## src/rtl/branch_target_predictor_if.sv

```systemverilog
// rtl/branch_target_predictor_if.sv - fetch/execute signal bundle for the branch target predictor
interface branch_target_predictor_if #(
  parameter int WORD_SIZE = 16
);
  logic [WORD_SIZE-1:0] pc_IF;
  logic [WORD_SIZE-1:0] branch_predicted_pc_IF;
  logic                 predict_taken_IF;
  logic                 valid_EX;
  logic                 stall_EX;
  logic                 is_branch_EX;
  logic [WORD_SIZE-1:0] pc_EX;
  logic [WORD_SIZE-1:0] branch_predicted_pc_EX;
  logic                 actual_taken_EX;
  logic [WORD_SIZE-1:0] actual_target_EX;
  logic                 mispredict_flush;
  logic [WORD_SIZE-1:0] correct_pc;
  logic [15:0]          branch_count;
  logic [15:0]          mispredict_count;

  modport master (
    output pc_IF, valid_EX, stall_EX, is_branch_EX, pc_EX,
           branch_predicted_pc_EX, actual_taken_EX, actual_target_EX,
    input  branch_predicted_pc_IF, predict_taken_IF, mispredict_flush,
           correct_pc, branch_count, mispredict_count
  );

  modport slave (
    input  pc_IF, valid_EX, stall_EX, is_branch_EX, pc_EX,
           branch_predicted_pc_EX, actual_taken_EX, actual_target_EX,
    output branch_predicted_pc_IF, predict_taken_IF, mispredict_flush,
           correct_pc, branch_count, mispredict_count
  );
endinterface

```

## src/rtl/branch_target_predictor.sv

```systemverilog
// rtl/branch_target_predictor.sv - direct-mapped BTB with 2-bit counters, EX resolution and flush
module branch_target_predictor #(
  parameter int WORD_SIZE  = 16,
  parameter int INDEX_BITS = 4
) (
  input logic                     clk,
  input logic                     reset_n,
  branch_target_predictor_if.slave bus
);
  localparam int ENTRIES  = 1 << INDEX_BITS;
  localparam int TAG_BITS = WORD_SIZE - INDEX_BITS;

  // Flat register array so IF reads are asynchronous and see pre-update contents.
  logic [ENTRIES-1:0]   valid_q;
  logic [TAG_BITS-1:0]  tag_q    [ENTRIES];
  logic [WORD_SIZE-1:0] target_q [ENTRIES];
  logic [1:0]           ctr_q    [ENTRIES];
  logic [15:0]          branch_count_q, branch_count_d;
  logic [15:0]          mispredict_count_q, mispredict_count_d;

  logic [INDEX_BITS-1:0] if_idx, ex_idx;
  logic [TAG_BITS-1:0]   if_tag, ex_tag;
  logic                  if_hit, ex_hit, resolve, flush;
  logic [WORD_SIZE-1:0]  correct_pc;

  assign if_idx = bus.pc_IF[INDEX_BITS-1:0];
  assign if_tag = bus.pc_IF[WORD_SIZE-1:INDEX_BITS];
  assign ex_idx = bus.pc_EX[INDEX_BITS-1:0];
  assign ex_tag = bus.pc_EX[WORD_SIZE-1:INDEX_BITS];

  assign if_hit = valid_q[if_idx] && (tag_q[if_idx] == if_tag);
  assign ex_hit = valid_q[ex_idx] && (tag_q[ex_idx] == ex_tag);

  assign bus.predict_taken_IF       = if_hit && ctr_q[if_idx][1];
  assign bus.branch_predicted_pc_IF = bus.predict_taken_IF ? target_q[if_idx]
                                                           : bus.pc_IF + WORD_SIZE'(1);

  assign resolve    = bus.valid_EX && !bus.stall_EX && reset_n;
  assign correct_pc = (bus.is_branch_EX && bus.actual_taken_EX) ? bus.actual_target_EX
                                                                : bus.pc_EX + WORD_SIZE'(1);
  assign flush      = resolve && (correct_pc != bus.branch_predicted_pc_EX);

  assign bus.correct_pc       = correct_pc;
  assign bus.mispredict_flush = flush;
  assign bus.branch_count     = branch_count_q;
  assign bus.mispredict_count = mispredict_count_q;

  always_comb begin
    branch_count_d     = branch_count_q;
    mispredict_count_d = mispredict_count_q;
    if (resolve && bus.is_branch_EX && (branch_count_q != 16'hFFFF))
      branch_count_d = branch_count_q + 16'd1;
    if (flush && (mispredict_count_q != 16'hFFFF))
      mispredict_count_d = mispredict_count_q + 16'd1;
  end

  always_ff @(posedge clk) begin
    if (!reset_n) begin
      branch_count_q     <= '0;
      mispredict_count_q <= '0;
    end else begin
      branch_count_q     <= branch_count_d;
      mispredict_count_q <= mispredict_count_d;
    end
  end

  always_ff @(posedge clk) begin
    if (!reset_n) begin
      valid_q <= '0;
      for (int k = 0; k < ENTRIES; k++) begin
        tag_q[k]    <= '0;
        target_q[k] <= '0;
        ctr_q[k]    <= 2'b01;
      end
    end else if (resolve) begin
      if (bus.is_branch_EX) begin
        if (bus.actual_taken_EX) begin
          target_q[ex_idx] <= bus.actual_target_EX;
          if (ex_hit) begin
            if (ctr_q[ex_idx] != 2'b11) ctr_q[ex_idx] <= ctr_q[ex_idx] + 2'd1;
          end else begin
            valid_q[ex_idx] <= 1'b1;
            tag_q[ex_idx]   <= ex_tag;
            ctr_q[ex_idx]   <= 2'b10;
          end
        end else if (ex_hit && (ctr_q[ex_idx] != 2'b00)) begin
          ctr_q[ex_idx] <= ctr_q[ex_idx] - 2'd1;
        end
      end else if (ex_hit) begin
        // A non-branch hitting the BTB means the entry is aliased or stale.
        valid_q[ex_idx] <= 1'b0;
      end
    end
  end
endmodule

```

## src/flat_wrapper.sv

```systemverilog
// flat-port wrapper written by rule: the top's interface ports become plain ports
module branch_target_predictor_flat 
#(
  parameter int WORD_SIZE  = 16,
  parameter int INDEX_BITS = 4
)
  (clk, reset_n, bus_pc_IF, bus_valid_EX, bus_stall_EX, bus_is_branch_EX, bus_pc_EX, bus_branch_predicted_pc_EX, bus_actual_taken_EX, bus_actual_target_EX, bus_branch_predicted_pc_IF, bus_predict_taken_IF, bus_mispredict_flush, bus_correct_pc, bus_branch_count, bus_mispredict_count);
  branch_target_predictor_if #(.WORD_SIZE(WORD_SIZE)) bus_i ();
  input logic clk;
  input logic reset_n;
  input wire logic [$bits(bus_i.pc_IF)-1:0] bus_pc_IF;
  input wire logic [$bits(bus_i.valid_EX)-1:0] bus_valid_EX;
  input wire logic [$bits(bus_i.stall_EX)-1:0] bus_stall_EX;
  input wire logic [$bits(bus_i.is_branch_EX)-1:0] bus_is_branch_EX;
  input wire logic [$bits(bus_i.pc_EX)-1:0] bus_pc_EX;
  input wire logic [$bits(bus_i.branch_predicted_pc_EX)-1:0] bus_branch_predicted_pc_EX;
  input wire logic [$bits(bus_i.actual_taken_EX)-1:0] bus_actual_taken_EX;
  input wire logic [$bits(bus_i.actual_target_EX)-1:0] bus_actual_target_EX;
  output wire logic [$bits(bus_i.branch_predicted_pc_IF)-1:0] bus_branch_predicted_pc_IF;
  output wire logic [$bits(bus_i.predict_taken_IF)-1:0] bus_predict_taken_IF;
  output wire logic [$bits(bus_i.mispredict_flush)-1:0] bus_mispredict_flush;
  output wire logic [$bits(bus_i.correct_pc)-1:0] bus_correct_pc;
  output wire logic [$bits(bus_i.branch_count)-1:0] bus_branch_count;
  output wire logic [$bits(bus_i.mispredict_count)-1:0] bus_mispredict_count;
  assign bus_i.pc_IF = bus_pc_IF;
  assign bus_i.valid_EX = bus_valid_EX;
  assign bus_i.stall_EX = bus_stall_EX;
  assign bus_i.is_branch_EX = bus_is_branch_EX;
  assign bus_i.pc_EX = bus_pc_EX;
  assign bus_i.branch_predicted_pc_EX = bus_branch_predicted_pc_EX;
  assign bus_i.actual_taken_EX = bus_actual_taken_EX;
  assign bus_i.actual_target_EX = bus_actual_target_EX;
  assign bus_branch_predicted_pc_IF = bus_i.branch_predicted_pc_IF;
  assign bus_predict_taken_IF = bus_i.predict_taken_IF;
  assign bus_mispredict_flush = bus_i.mispredict_flush;
  assign bus_correct_pc = bus_i.correct_pc;
  assign bus_branch_count = bus_i.branch_count;
  assign bus_mispredict_count = bus_i.mispredict_count;
  branch_target_predictor #(.WORD_SIZE(WORD_SIZE), .INDEX_BITS(INDEX_BITS)) u_core (.clk(clk), .reset_n(reset_n), .bus(bus_i));
endmodule
```

## config.mk

```make
export PLATFORM = sky130hd
export DESIGN_NAME = branch_target_predictor_flat
export DESIGN_NICKNAME = d
export VERILOG_FILES = /design/src/rtl/branch_target_predictor_if.sv /design/src/rtl/branch_target_predictor.sv /design/src/flat_wrapper.sv
export SDC_FILE = /design/constraint.sdc
export NUM_CORES = 1
export LEC_CHECK = 0
export ABC_CLOCK_PERIOD_IN_PS = 6000
export CAP_MARGIN = 20
export CORE_MARGIN = 2
export CORE_UTILIZATION = 61
export CTS_CLUSTER_DIAMETER = 50
export CTS_CLUSTER_SIZE = 20
export DETAILED_ROUTE_END_ITERATION = 12
export PLACE_DENSITY = 0.81
export RECOVER_POWER = 100
export SYNTH_ARGS = -nofsm -noshare
export SYNTH_HDL_FRONTEND = slang
export SYNTH_SLANG_ARGS = --single-unit
```

## constraint.sdc

```tcl
create_clock -name clk -period 6 [get_ports clk]
set_input_delay 1.2 -clock clk [delete_from_list [all_inputs] [get_ports clk]]
set_output_delay 1.2 -clock clk [all_outputs]
set_load 0.01 [all_outputs]
```

== Yosys cells after proc, flatten, opt, wreduce, memory -nomap -nowiden ==
Memory sizes are Yosys's and may differ from the RTL's.
Cells that the tools add are included.

* $add $sub $neg: 6
* Order comparisons: 3
* Equal/unequal tests: 8
* Mux-type cells: 48
* Bitwise operators: 5
* Reduce and logical (&&, ||, !) cells: 19

{| class="wikitable"
|+ Operators with widths
! operator !! count
|-
| two-way mux 16 bit || 7
|-
| adder 16 x 1 -> 16 bit, second input constant || 4
|-
| inequality test 16 bit, second input constant || 2
|-
| two-way mux 1 bit || 31
|-
| == test 12 bit || 2
|-
| AND 16 bit || 1
|-
| inequality test 16 bit || 1
|-
| inverter 16 bit || 1
|-
| OR 16 bit || 1
|-
| OR reduction 16 bit || 1
|-
| logical AND 1 bit || 12
|-
| two-way mux 12 bit || 1
|-
| two-way mux 4 bit || 3
|-
| OR reduction 12 bit || 1
|-
| less-than comparator 4 x 5 -> 1 bit, second input constant || 2
|-
| binary-select mux 1 bit (select 4 bit) || 2
|-
| two-way mux 2 bit || 3
|-
| demux 1 bit (select 4 bit) || 1
|-
| >= comparator 4 x 1 -> 1 bit, second input constant || 1
|-
| inequality test 2 bit, second input constant || 2
|-
| AND reduction 4 bit || 1
|-
| nonzero test 2 bit || 2
|-
| adder 2 x 1 -> 2 bit, second input constant || 1
|-
| inequality test 2 x 1 -> 1 bit, second input constant || 1
|-
| 4 further kinds || 5
|}

* Flip-flop bits (word level): 48
* RAM bits: 480
* Output and inout bits: 66
* Word-level logic and storage cells: 95
* Memories kept: 3

{| class="wikitable"
|+ Memory list
! name !! words !! width !! rd ports !! clocked after Yosys merged registers in !! write ports !! line !! text
|-
| u_core.target_q || 16 || 16 || 1 || 0 || 16 || branch_target_predictor.sv:16 || <nowiki>logic [WORD_SIZE-1:0] target_q [ENTRIES];</nowiki>
|-
| u_core.tag_q || 16 || 12 || 2 || 0 || 16 || branch_target_predictor.sv:15 || <nowiki>logic [TAG_BITS-1:0] tag_q [ENTRIES];</nowiki>
|-
| u_core.ctr_q || 16 || 2 || 2 || 0 || 16 || branch_target_predictor.sv:17 || <nowiki>logic [1:0] ctr_q [ENTRIES];</nowiki>
|}

== Logic depth before layout (Yosys ltp) ==
Gate-level depths: netlist of run 1.

* Depth in word-level cells: 13
* Gate-level depth with buffers: 18
* Mapped depth without buffers: 11

== Least setup slack after synthesis of run 1 ==
Ideal clock, no wire load.

* Path type: input -> output
* Start point: in bus_pc_IF[0]
* End point: out bus_branch_predicted_pc_IF[0]
* Data arrival time: 3.971 ns
* Required time: 4.800 ns
* Setup slack: 0.829 ns
* Stages on the path: 9
* Path buffers: 3
* Path through: buf_2 > buf_1 > mux4_2 > mux4_2 > xor2_1 > nor4_1 > nand4_1 > clkbuf_1 > a21oi_1

* Word-level cells in the longest chain between the ends: 5
* Elaborated cells between the ends (all ways): 10
* Classes of those cells: add/sub (1); eq/ne (1); mux (3); reduce/logical (2); memory (3)

{| class="wikitable"
|+ RTL lines
! item !! line !! text
|-
| start, declared || flat_wrapper.sv:11 || <nowiki>input wire logic [$bits(bus_i.pc_IF)-1:0] bus_pc_IF;</nowiki>
|-
| memory read (16 x 12 bit) / binary-select mux 1 bit (select 4 bit) (equally long branches) || n/a ||
|-
| == test 12 bit / two-way mux 1 bit (equally long branches) || branch_target_predictor.sv:31 || <nowiki>assign if_hit = valid_q[if_idx] && (tag_q[if_idx] == if_tag);</nowiki>
|-
| logical AND 1 bit || branch_target_predictor.sv:31 ||
|-
| logical AND 1 bit || branch_target_predictor.sv:34 || <nowiki>assign bus.predict_taken_IF = if_hit && ctr_q[if_idx][1];</nowiki>
|-
| two-way mux 16 bit * || branch_target_predictor.sv:35 || <nowiki>assign bus.branch_predicted_pc_IF = bus.predict_taken_IF ? target_q[if_idx]</nowiki>
|-
| end, declared || flat_wrapper.sv:19 || <nowiki>output wire logic [$bits(bus_i.branch_predicted_pc_IF)-1:0] bus_branch_predicted_pc_IF;</nowiki>
|}

Mark *: on every way between the ends. The rest lies on a longest branch, timed or not. The select of a mux whose other input is x is not followed.

== Worst setup path in the final report of run 1 ==
* Start point: in bus_pc_EX[7]
* End point: out bus_mispredict_flush

* Word-level cells in the longest chain between the ends: 4

{| class="wikitable"
|+ RTL lines
! item !! line !! text
|-
| start, declared || flat_wrapper.sv:15 || <nowiki>input wire logic [$bits(bus_i.pc_EX)-1:0] bus_pc_EX;</nowiki>
|-
| adder 16 x 1 -> 16 bit || branch_target_predictor.sv:40 || <nowiki>: bus.pc_EX + WORD_SIZE'(1);</nowiki>
|-
| two-way mux 16 bit || branch_target_predictor.sv:39 || <nowiki>assign correct_pc = (bus.is_branch_EX && bus.actual_taken_EX) ? bus.actual_target_EX</nowiki>
|-
| inequality test 16 bit || branch_target_predictor.sv:41 || <nowiki>assign flush = resolve && (correct_pc != bus.branch_predicted_pc_EX);</nowiki>
|-
| logical AND 1 bit || branch_target_predictor.sv:41 ||
|-
| end, declared || flat_wrapper.sv:21 || <nowiki>output wire logic [$bits(bus_i.mispredict_flush)-1:0] bus_mispredict_flush;</nowiki>
|}

No other way between the ends.

==> flow_summary.toml, run 1 <==
[run_status]
status = "finished with violations"
violations = "max-capacitance violations, max-slew violations"

[layout]
area_delta_synth_final_pct = 12.3
fin_util = 0.690
fin_nets = 2299
drive_gt1_frac = 0.182

[yosys]
synth_area_leaders = "edfxtp_1, mux4_2, and2_1"
yosys.area.top_type = "edfxtp_1"
synth_async_sr_flop_share = 0
synth.cell_area_um2 = 27700
ys_ff_latch = 528
synth_edf_count = 480
synthCells = 2113
synth_top_area_share = 0.520
ys_warn_count = 0
syn_avg_cell_area_um2 = 13.1
synth.distinct_cells = 80
synth_ff_type = "edfxtp_1"
ys_seq_area_frac = 0.555
syn_nets = 2192

[timing]
fin_crit_ns = 5.86
tightestPinTransition_ns = 2.39
grt_setup_unrepaired = "false"
drv_slew = 104
slew_headroom = -0.596
final_hold_viol_count = 0
fin_hold_ws_ns = 0.487
fmax_ghz = 0.171
setup_viol = 0
final.setup_skew_ns = 0.0376
period_share = 0.977

[place]
hpwl_mm = 55.6
place_congestion = 0.991
portBuffers = 135

[floorplanning]
die_w_um = 217
dieHeight_um = 217
die_area_um2 = 47100
core_um2 = 45100
io_pins = 136
rows = 78
start_util = 0.614

[worst_setup_path]
setup.worst_path.class = "primary input to output port"
cp_max_fo = 7
arrival_ns = 4.66
worst_setup_path_end_kind = "output port"
required_ns = 4.80
start_kind = "primary input"

[global_routing]
gr-total-overflow = 0
grt_pass1_wl_mm = 123
antenna_found_initial = 3
grt_usage = 0.359
grt_pass1_vias = 19383
grt_max_degree = 75

[routing]
post-route-drc-count = 0
vias_per_cell = 6.97
antenna_left = 0
wl_per_cell_um = 29.3
vias = 19904
drt-initial-drc-count = 3175
first_pass_iters = 5
wl_mm = 83.8

[hold_path]
min_path_type = "flip-flop to flip-flop"

[clock_network]
cts_root_buffer = "clkbuf_16"
htree_levels = 2
clk_latency_ns = 0.63
cts_tree = "done"
path_clk_slew_ns = 0.07
cts_buffers = 45
cts_max_path_buffers = 3
cts_num_sinks = 528

[pwr]
cellLeakagePower_nw = 10.1
fin_total_pwr_mw = 8.30
power_density_nw_per_um2 = 267
ir_worst_vdd_v = 0.000262

[job]
maxCapViolCount = 2
power breakdown:
part	internal [mW]	leakage [nW]	total [mW]	switching (mW)
clock	1.54	0.742	3.07	1.53
sequential	4.17	4.91	4.24	0.0750
combinational	0.409	4.42	0.982	0.574
metal layers:
layer | routed length [um] | vias up | GRT usage
li1 | - | 8121 | -
met1 | 29600 | 9805 | 0.498
met2 | 37100 | 1682 | 0.528
met3 | 12800 | 294 | 0.108
met4 | 4340 | 2 | 0.163
met5 | 13 | - | 0
state kept, by name, indices dropped and copies added (netlist names), named ones only:
signal,count
u_core.bus.branch_count,16
u_core.bus.mispredict_count,16
u_core.ctr_q,32
u_core.tag_q,192
u_core.target_q,256
cell families after synthesis:
logic type                 synth area share
AOI/OAI and AO/OA                    0.0553
xor gates and xnor gates             0.0240
adders and majority gates           0.00407
buffers and inverters                0.0394
DFF                                   0.555
muxes                                 0.174
and+or+nand+nor                       0.148
per-stage QoR:
| stage | instances | setup WS, ns | area [um2] | TNS [ns] |
|---|---|---|---|---|
| 6_report | 2857 | 0.135 | 31100 | 0 |
| 5_1_grt | 2857 | 0.0438 | 31100 | 0 |
| 4_1_cts | 2856 | 0.0217 | 31400 | 0 |
| 3_5_place_dp | 2773 | -0.135 | 29900 | -1.12 |
| 3_3_place_gp | 2772 | -0.122 | 29900 | -0.868 |
| 2_1_floorplan | 2113 | 0.829 | 27700 | 0 |
final timing paths:
check        slack (ns)                        endpoint  depth (start not counted)                      startpoint
min reg2reg        0.49  u_core.bus.mispredict_count[4]                          2  u_core.bus.mispredict_count[4]
max                0.14            bus_mispredict_flush                         10                    bus_pc_EX[7]
min                0.49  u_core.bus.mispredict_count[4]                          2  u_core.bus.mispredict_count[4]
max reg2reg        1.20             u_core.tag_q[13][5]                         11              u_core.tag_q[4][0]
area by class of cell:
type	count	area (um2)
Sequential cell	528	15400
Fill cell	3071	14000
Multi-Input combinational cell	1359	11200
Inverter	24	90.1
Antenna cell	1	2.50
Tap cell	600	751
Clock buffer	45	1130
Clock inverter	38	408
Timing Repair Buffer	262	2180
synthesized netlist by cell type, types with 4 or more instances:
cell        n
buf_2      28
or3_1       9
o21ai_2    13
buf_1      11
nor2b_1     8
a21oi_2     8
xnor2_1    35
a22oi_1     5
nor2_1    259
nor3_1     61
o21ai_1    15
mux4_1      4
o21ai_0    66
buf_4      15
buf_6      10
a221oi_1    4
inv_1      19
dfxtp_1    48
edfxtp_1  480
and2_1    202
nand2b_1    7
nand3_1    59
nor4_1      7
o211ai_1    8
buf_12      4
a22o_1      4
xor2_1     41
and3_1     25
nand2_4     4
or4_1      11
ha_1        9
clkbuf_1  132
mux4_2    195
mux2i_1    30
nand2_1   122
o31ai_2     6
nand4_1    14
a31oi_1    10
a21oi_1    63
what timing repair did:
| action | in CTS | in global routing |
|---|---|---|
| setup buffers | 0 | 0 |
| setup endpoints to repair | 16 | 16 |
| resized for setup | 2 | 4 |
| hold buffers | 0 | 0 |
layout by cell type (no fill, tap or decap), types with 7 or more instances in the layout:
master | netlist | routed
xnor2_1 | 35 | 34
inv_6 | 0 | 11
nand3_1 | 59 | 59
nor3_1 | 61 | 61
buf_12 | 4 | 7
dfxtp_1 | 48 | 48
buf_2 | 28 | 9
o21ai_0 | 66 | 81
nand4_1 | 14 | 14
or3_1 | 9 | 9
nor2b_1 | 8 | 8
o21ai_2 | 13 | 12
edfxtp_1 | 480 | 480
a21oi_1 | 63 | 70
nor2_1 | 259 | 259
or4_1 | 11 | 11
nand2_1 | 122 | 122
dlygate4sd3_1 | 0 | 48
xor2_1 | 41 | 41
clkbuf_1 | 132 | 40
and2_1 | 202 | 76
clkinv_1 | 3 | 8
clkbuf_16 | 0 | 45
buf_4 | 15 | 64
and3_1 | 25 | 25
clkdlybuf4s50_1 | 0 | 79
o211ai_1 | 8 | 8
and2_0 | 0 | 126
clkbuf_2 | 1 | 11
ha_1 | 9 | 9
nand2b_1 | 7 | 7
mux2i_1 | 30 | 30
a31oi_1 | 10 | 10
inv_1 | 19 | 20
mux4_2 | 195 | 195
critical path: stages:
cell and delay, ns:
dlygate4sd3_1 0.79, nand3_1 0.37, nor4_2 0.48, a21oi_1 0.13
a2111oi_2 0.37, nand3_1 0.13, o31a_1 0.35, o21ai_4 0.29
inv_2 0.07, clkdlybuf4s50_1 0.49
Note: power is estimated with default switching activity, not from simulation.
==> run 2, diff against run 1 <==
--- a/config.mk
+++ b/config.mk
@@ -14,6 +14,7 @@
 export DETAILED_ROUTE_END_ITERATION = 12
 export PLACE_DENSITY = 0.81
 export RECOVER_POWER = 100
+export REMOVE_ABC_BUFFERS = 1
 export SYNTH_ARGS = -nofsm -noshare
 export SYNTH_HDL_FRONTEND = slang
 export SYNTH_SLANG_ARGS = --single-unit
==> run 2 against run 1 <==
Compared with the run above: the flow finishes with violations (max-capacitance violations, max-slew violations, negative setup slack); sequential power barely moved; clock skew fell by 0.0054 ns; critical path depth did not move; worst setup slack got worse by 0.18 ns; highest routed layer is now met4; wire length rose by 4.6%; register-to-register slack improved by 0.58 ns; combinational power barely moved.
==> flow_summary.toml, run 2 (synthesis results as in run 1) <==
[timing]
layout_setup_ws_ns = -0.0487
final.setup_skew_ns = 0.0322
period_share = 1.01
grt_setup_unrepaired = "false"
fin_hold_ws_ns = 0.482
fmax_ghz = 0.165
setup_viol = 12
slew_headroom = -0.714
fin_crit_ns = 6.05
final_hold_viol_count = 0
drv_slew = 152
tightestPinTransition_ns = 2.57

[layout]
n_fill_cell = 3007
regMostFlops = "u_core.target_q"
mostFrequentLayoutCell = "edfxtp_1"
layout_common_cells = "edfxtp_1, nor2_1, mux4_2"
fin_util = 0.693
drive_gt1_frac = 0.189
area_delta_synth_final_pct = 12.8
fin_nets = 2312
largestRegisters = "u_core.target_q: 256 flops, u_core.tag_q: 192 flops, u_core.ctr_q: 32 flops"
largest_reg_flops = 256

[global_routing]
grt_pass1_vias = 20032
grt_max_degree = 75
grt_usage = 0.377
antenna_found_initial = 1
grt_pass1_wl_mm = 129
gr-total-overflow = 0

[clock_network]
cts_root_buffer = "clkbuf_16"
path_clk_slew_ns = 0.07
cts_max_path_buffers = 3
ctsResizeCount = 0
htree_levels = 2
postCtsHoldBufs = 0
cts_num_sinks = 528
clk_latency_ns = 0.62
postCtsSetupBuffers = 0
cts_tree = "done"
cts_buffers = 46

[worst_setup_path]
start_kind = "primary input"
cp.buffers_inverters = 5
crit_chain = "clkbuf_1 > clkbuf_1 > nand3b_1 > nor2_1 > clkbuf_1 > and2_0 > clkbuf_2 > nand3_1 > nand2_1 > clkbuf_1"
required_ns = 6.21
crit_top_cell = "clkbuf_1"
critical-path-top-delay-family = "buffers and inverters"
worst_setup_path_end_kind = "flip-flop"
critPathMaxStageDelay_ns = 1.84
crit_path_top_delay_cell = "clkbuf_1"
setup.worst_path.class = "primary input to flip-flop"
cp_max_fo = 49
arrival_ns = 6.26

[run_status]
violations = "max-capacitance violations, max-slew violations, negative setup slack"
status = "finished with violations"

[hold_path]
min_path_type = "flip-flop to flip-flop"

[pwr]
ir_worst_vdd_v = 0.000252
fin_total_pwr_mw = 8.36
cellLeakagePower_nw = 10.2
power_density_nw_per_um2 = 268

[floorplanning]
start_util = 0.614
die_w_um = 217
io_pins = 136
die_area_um2 = 47100
dieHeight_um = 217
rows = 78
core_um2 = 45100

[routing]
post-route-drc-count = 0
vias_per_cell = 7.10
first_pass_iters = 8
wl_mm = 87.7
drt-initial-drc-count = 3864
vias = 20404
wl_per_cell_um = 30.5
antenna_left = 0

[job]
maxCapViolCount = 3

[place]
hpwl_mm = 58.1
portBuffers = 135
place_congestion = 0.952
## run 2: changes by cell type in the layout (fill, tap and decap cells not counted), sizes merged, moves of 2 or more
cell    previous run  this run
clkinv            21        25
clkbuf            99       111
buf               81        83
inv               36        33
## run 2: metal layers
layer,up-vias,wire length (um),share of wire,global-route usage
li1,8145,-,-,-
met1,9963,29500,0.34,0.508
met2,1885,39200,0.45,0.567
met3,411,14000,0.16,0.111
met4,0,5000,0.057,0.185
met5,-,0,0,0
## run 2: final timing paths
check	startpoint	end	slack, ns	cells after the start
worst max-delay path	reset_n	u_core.tag_q[3][1]	-0.05	10
worst min-delay path	u_core.bus.mispredict_count[6]	u_core.bus.mispredict_count[6]	0.48	2
worst max register to register	u_core.tag_q[7][3]	u_core.tag_q[3][1]	1.78	11
worst min register to register	u_core.bus.mispredict_count[6]	u_core.bus.mispredict_count[6]	0.48	2
## run 2: final cells by class
cell class                      count  area, um2  share of cell area
Inverter                           24       90.1             0.00288
Sequential cell                   528      15400               0.492
Multi-Input combinational cell   1359      11200               0.359
Clock buffer                       47       1180              0.0376
Timing Repair Buffer              274       2220              0.0711
Clock inverter                     38        423              0.0135
Tap cell                          600        751              0.0240
Antenna cell                        2       5.00            0.000160
## run 2: worst register-to-register path, delay by kind of cell (launching register included)
family	cells	cell delay (ns)
AO/OA/AOI/OAI	2	0.93
XOR/XNOR	1	0.13
buffers and inverters	2	1.07
flip-flops	1	0.39
multiplexers	1	0.51
AND/OR/NAND/NOR	5	0.79
## run 2: power breakdown
group          internal [mW]  total (mW)  switching [mW]
clock network           1.60        3.14            1.54
registers               4.17        4.24          0.0758
logic                  0.410       0.983           0.573
## run 2: metrics by stage
stage | area [um2] | setup TNS (ns) | cells | setup slack (ns)
final | 31200 | -0.486 | 2872 | -0.0487
after global routing | 31200 | 0 | 2870 | 0.00878
after CTS | 31600 | 0 | 2870 | 0.0788
after detailed placement | 30000 | 0 | 2785 | 0.105
after global placement | 30000 | 0 | 2785 | 0.172
after floorplan | 26700 | 0 | 1911 | 0.538
